==> src/rtl/uart_pkg.sv <==
// uart_pkg: shared UART state encoding, parity constants and divider helper
package uart_pkg;

    typedef enum logic [2:0] {
        S_IDLE,
        S_START,
        S_DATA,
        S_PARITY,
        S_STOP,
        S_BREAK_WAIT
    } rx_state_t;

    localparam int PARITY_NONE = 0;
    localparam int PARITY_EVEN = 1;
    localparam int PARITY_ODD  = 2;

    function automatic int calc_div(input int clk_hz, input int baud);
        return clk_hz / (baud * 16);
    endfunction

endpackage

==> src/rtl/uart_baud_tick.sv <==
// uart_baud_tick: 16x oversample tick generator, restartable to align with a start edge
module uart_baud_tick #(
    parameter int DIV = 10
) (
    input  logic sys_clk,
    input  logic sys_rst_n,
    input  logic restart,
    output logic tick
);

    localparam int CW = (DIV > 1) ? $clog2(DIV) : 1;

    logic [CW-1:0] cnt;

    assign tick = !restart && (cnt == CW'(DIV - 1));

    // free-running divider, zeroed on restart so the first tick lands DIV clocks later
    always_ff @(posedge sys_clk or negedge sys_rst_n) begin
        if (!sys_rst_n) cnt <= '0;
        else if (restart || cnt == CW'(DIV - 1)) cnt <= '0;
        else cnt <= cnt + 1'b1;
    end

endmodule

==> src/rtl/uart_rx_cfg.sv <==
// uart_rx_cfg: configurable UART receiver with majority-vote sampling and valid/ready output
module uart_rx_cfg
    import uart_pkg::*;
#(
    parameter int SYS_CLK_HZ = 50000000,
    parameter int BAUD_RATE  = 9600,
    parameter int DATA_BITS  = 8,
    parameter int PARITY     = 0,
    parameter int STOP_BITS  = 1
) (
    input  logic                 sys_clk,
    input  logic                 sys_rst_n,
    input  logic                 rx,
    input  logic                 ready,
    output logic [DATA_BITS-1:0] para_out,
    output logic                 valid_flag,
    output logic                 frame_err,
    output logic                 parity_err,
    output logic                 overrun_err
);

    localparam int   DIV     = calc_div(SYS_CLK_HZ, BAUD_RATE);
    localparam logic PAR_INV = (PARITY == PARITY_ODD);

    rx_state_t state, next_state;
    logic rx_meta, rx_s, rx_prev;
    logic tick, restart, decide, vote, done, fall;
    logic [3:0] sub;
    logic s7, s8;
    logic [2:0] bit_cnt;
    logic stop_cnt;
    logic [DATA_BITS-1:0] shift;
    logic ferr_acc, perr_acc;

    uart_baud_tick #(.DIV(DIV)) u_tick (
        .sys_clk  (sys_clk),
        .sys_rst_n(sys_rst_n),
        .restart  (restart),
        .tick     (tick)
    );

    assign fall   = rx_prev & ~rx_s;
    assign decide = tick && sub == 4'd9;
    assign vote   = (s7 & s8) | (s7 & rx_s) | (s8 & rx_s);

    // two-flop synchroniser plus one delay flop for falling-edge detection
    always_ff @(posedge sys_clk or negedge sys_rst_n) begin
        if (!sys_rst_n) {rx_meta, rx_s, rx_prev} <= 3'b111;
        else {rx_meta, rx_s, rx_prev} <= {rx, rx_meta, rx_s};
    end

    // state register
    always_ff @(posedge sys_clk or negedge sys_rst_n) begin
        if (!sys_rst_n) state <= S_IDLE;
        else state <= next_state;
    end

    // next-state logic; a frame completes at the final stop-bit decision
    always_comb begin
        next_state = state;
        restart    = 1'b0;
        done       = 1'b0;
        case (state)
            S_IDLE: begin
                restart    = fall;
                next_state = fall ? S_START : S_IDLE;
            end
            S_START:
                if (decide) next_state = vote ? S_IDLE : S_DATA;
            S_DATA:
                if (decide && bit_cnt == 3'(DATA_BITS - 1))
                    next_state = (PARITY != PARITY_NONE) ? S_PARITY : S_STOP;
            S_PARITY:
                if (decide) next_state = S_STOP;
            S_STOP:
                if (decide && stop_cnt == 1'(STOP_BITS - 1)) begin
                    done       = 1'b1;
                    next_state = vote ? S_IDLE : S_BREAK_WAIT;
                end
            S_BREAK_WAIT:
                if (rx_s) next_state = S_IDLE;
            default: next_state = S_IDLE;
        endcase
    end

    // sub-bit counter, vote samples, shift register and per-frame error accumulation
    always_ff @(posedge sys_clk or negedge sys_rst_n) begin
        if (!sys_rst_n) begin
            sub      <= '0;
            s7       <= 1'b1;
            s8       <= 1'b1;
            bit_cnt  <= '0;
            stop_cnt <= 1'b0;
            shift    <= '0;
            ferr_acc <= 1'b0;
            perr_acc <= 1'b0;
        end else begin
            if (restart) sub <= '0;
            else if (tick) sub <= sub + 4'd1;
            if (tick && sub == 4'd7) s7 <= rx_s;
            if (tick && sub == 4'd8) s8 <= rx_s;
            if (decide) begin
                case (state)
                    S_START: begin
                        bit_cnt  <= '0;
                        stop_cnt <= 1'b0;
                        ferr_acc <= 1'b0;
                        perr_acc <= 1'b0;
                    end
                    S_DATA: begin
                        shift   <= {vote, shift[DATA_BITS-1:1]};
                        bit_cnt <= bit_cnt + 3'd1;
                    end
                    S_PARITY: perr_acc <= vote ^ (^shift) ^ PAR_INV;
                    S_STOP: begin
                        ferr_acc <= ferr_acc | ~vote;
                        stop_cnt <= stop_cnt + 1'b1;
                    end
                    default: ;
                endcase
            end
        end
    end

    // output holding register with valid/ready handshake and overrun detection
    always_ff @(posedge sys_clk or negedge sys_rst_n) begin
        if (!sys_rst_n) begin
            para_out    <= '0;
            valid_flag  <= 1'b0;
            frame_err   <= 1'b0;
            parity_err  <= 1'b0;
            overrun_err <= 1'b0;
        end else begin
            overrun_err <= done && valid_flag && !ready;
            if (done && (!valid_flag || ready)) begin
                para_out   <= shift;
                frame_err  <= ferr_acc | ~vote;
                parity_err <= perr_acc;
                valid_flag <= 1'b1;
            end else if (valid_flag && ready) begin
                valid_flag <= 1'b0;
            end
        end
    end

endmodule

==> config.mk <==
export PLATFORM = sky130hd
export DESIGN_NAME = uart_rx_cfg
export DESIGN_NICKNAME = d
export VERILOG_FILES = /design/src/rtl/uart_pkg.sv /design/src/rtl/uart_baud_tick.sv /design/src/rtl/uart_rx_cfg.sv
export SDC_FILE = /design/constraint.sdc
export NUM_CORES = 1
export LEC_CHECK = 0
export BUFFER_PORTS_ARGS = -buffer_cell sky130_fd_sc_hd__buf_4
export CORE_ASPECT_RATIO = 0.7
export CORE_MARGIN = 1
export CORE_UTILIZATION = 35
export CTS_BUF_LIST = sky130_fd_sc_hd__clkbuf_8
export DETAILED_ROUTE_END_ITERATION = 7
export REMOVE_ABC_BUFFERS = 1
export SYNTH_ARGS = -nofsm -noshare
export SYNTH_HDL_FRONTEND = slang
export SYNTH_SLANG_ARGS = --single-unit
==> constraint.sdc <==
create_clock -name sys_clk -period 4 [get_ports sys_clk]
set_clock_uncertainty 0.1 [all_clocks]
set_input_delay 0.8 -clock sys_clk [delete_from_list [all_inputs] [get_ports sys_clk]]
set_output_delay 0.8 -clock sys_clk [all_outputs]
set_load 0.02 [all_outputs]
==> flow_summary_export.csv <==
group,metric,value,unit
yosys,netlist_area,2262,um2
yosys,netlist_instances,198,
worst_setup_path,cp-end-kind,"register",
worst_setup_path,cp_cell_sequence,"or4b_4 -> a2111o_1 -> or4_1 -> a21oi_1",
timing,fmax,428.7,MHz
yosys,yosys_warnings,0,
timing,setup-tns-final,0,ps
routing,wl_per_cell,14.03,um
worst_setup_path,slowest_stage,"or4b_4",
timing,hold_violations,0,
power_and_ir_drop,p_leak,1.184,nW
global_route,antenna_found_initial,0,
worst_setup_path,reg2reg_slack,1670,ps
worst_setup_path,worstSetupStartpoint,"u_tick.cnt[3]",
timing,period_share,0.5831,
cells_and_area,antennaDiodeCount,0,
clock_tree,root_buffer,"clkbuf_8",
clock_tree,numCtsBuffers,5,
worst_setup_path,cp-start-kind,"register",
floorplanning,die_w,98.09,um
routing,dr_total_vias,1503,
floorplanning,dieArea,6794,um2
placed_design,preCtsSetupSlack,1674,ps
routing,via_per_inst,5.112,
timing,holdWs,258.3,ps
worst_setup_path,cp.required,4130,ps
clock_tree,h-tree-depth,2,
worst_setup_path,rr_worst_depth,4,
cells_and_area,postLayoutCellArea,2595,um2
yosys,synth_edf_count,0,
yosys,synth_area_leader_cell,"dfrtp_1",
clock_tree,cts_setup_buffers,0,
yosys,yosysSeqAreaShare,0.5227,
routing,initialDrtViolationCount,39,
yosys,syn_area_per_cell,11.43,um2
worst_setup_path,path_class,"reg -> reg",
yosys,synth_commonest_cells,"dfrtp_1, mux2_2, nor2_1",
clock_tree,clock-sinks,47,
yosys,ys_ff_latch,47,
power_and_ir_drop,p_per_area,423.7,nW/um2
timing,rsz0062_at_grt,"false",
yosys,yosys-top-cells-area,"dfrtp_1, mux2_2, dfstp_2",
placed_design,gp_congestion,0.7724,
clock_tree,clockBufferDepth,2,
worst_setup_path,cpPeakStageDelay,590,ps
power_and_ir_drop,ir_worst_vdd,0.1556,mV
worst_setup_path,critPathMaxFanout,6,
timing,finalSetupViolations,0,
global_route,grt_pass1_vias,1508,
run_status,outcome,"finished clean",
clock_tree,cts_tree,"yes",
yosys,synthFlopType,"dfrtp_1",
routing,drt_wl_total,4.126,mm
placed_design,postPlaceCellArea,2462,um2
global_route,grt_pass1_wl,7.307,mm
run,cap_violations,0,
floorplanning,dieHeight,69.27,um
clock_tree,cts-resized-gates,0,
yosys,synth_top_area_share,0.4646,
timing,worst_pin_slew,611.7,ps
worst_setup_path,reg2reg_to,"state[1]",
global_route,grt_overflow,0,
floorplanning,rows,24,
routing,drtAntennaViolNets,0,
worst_setup_path,crit_arrival,2460,ps
clock_tree,cts.clk_slew.worst_paths,80,ps
cells_and_area,nNetsFinal,226,
yosys,async_flop_share,1.000,
clock_tree,ctsHoldBuffers,0,
timing,drv_slew,0,
min_path,hp-class,"reg -> reg",
cells_and_area,area_delta_synth_final,14.71,%
worst_setup_path,worstReg2RegStart,"u_tick.cnt[3]",
placed_design,dpl.hpwl,2.949,mm
timing,max_slew_margin,0.5885,
yosys,synth_most_common_cell,"dfrtp_1",
routing,post-route-drc-count,0,
clock_tree,clk_latency,300,ps
timing,period_minus_slack,2332,ps
yosys,yosysUniqueCellTypes,41,
floorplanning,start_util,0.3622,
placed_design,port_buffers,15,
worst_setup_path,endpoint,"state[1]",
floorplanning,pin_count,16,
cells_and_area,drive_above_1_share,0.2407,
timing,fin_ws,1668,ps
floorplanning,coreArea,6246,um2
routing,first_pass_iters,4,
global_route,grt_use_total,0.1362,
global_route,grt_max_degree,48,
layout by cell type, fill, tap and decap left out, drive strengths merged, types with 3 or more instances in the layout:
cell type,n
dfrtp,42
mux2,20
nor2,18
buf,16
nand2,13
xnor2,11
inv,9
nand3,7
ha,7
o21ai,6
xor2,5
nor3,5
clkbuf,5
dfstp,5
nand2b,4
nor4,3
and2,3
nand3b,3
a21oi,3
o2bb2ai,3
layer usage:
layer	wire length (um)	share of wire	GRT usage
met1	2250	0.55	0.2001
met2	1712	0.41	0.1925
met3	99	0.024	0.03125
met4	64	0.016	0.05556
met5	0	0	0
worst max-delay path, delay by kind of cell, from the launching register on:
family	cells	cell delay, ps
flops	1	430
compound gates	2	640
simple gates	2	1080
where the power goes:
part	leakage, nW	internal (mW)	switching (mW)
logic	0.490	0.0595	0.0713
clock network	0.0695	0.247	0.158
registers	0.624	0.512	0.0510
state kept, by name (all words and copies together), names as in the netlist:
name,flops
u_tick.cnt,9
para_out,8
shift,8
sub,4
bit_cnt,3
state,3
ferr_acc,1
frame_err,1
overrun_err,1
parity_err,1
perr_acc,1
rx_meta,1
rx_prev,1
rx_s,1
s7,1
s8,1
stop_cnt,1
valid_flag,1
per-stage QoR:
step           power [mW]  instances  utilization
2_1_floorplan      0.6593        192            -
3_3_place_gp       0.6989        286       0.3942
3_5_place_dp       0.7052        286       0.3942
4_1_cts             1.112        294       0.4155
5_1_grt             1.159        294       0.4155
6_report            1.099        294       0.4155
worst min path at each step:
stage | startpoint | endpoint | cells past startpoint
after floorplan | rx_meta | rx_s | 0
after global placement | rx_meta | rx_s | 0
after detailed placement | rx_meta | rx_s | 0
after CTS | rx_meta | rx_s | 0
after global routing | rx_meta | rx_s | 0
final | rx_meta | rx_s | 0
layout make-up:
cell class,instances,area [um2]
fillers,609,3651
flip-flops and latches,47,1182
multi-input cells,137,1032
repair buffers,16,120.1
well taps,78,97.59
clock buffers,5,68.82
clock inverters,3,63.81
inverters,8,30.03
cell families (layout without fill, tap and decap cells):
group,count (synthesis),in the layout,share of synthesized area
DFF,47,47,0.5227
xor gates and xnor gates,17,17,0.07190
and+or+nand+nor,68,68,0.1598
adders and majority gates,8,8,0.04314
buffers and inverters,14,32,0.02378
AOI/OAI and AO/OA,22,22,0.07025
muxes,22,22,0.1084
Power figures use the tool's default switching activity.
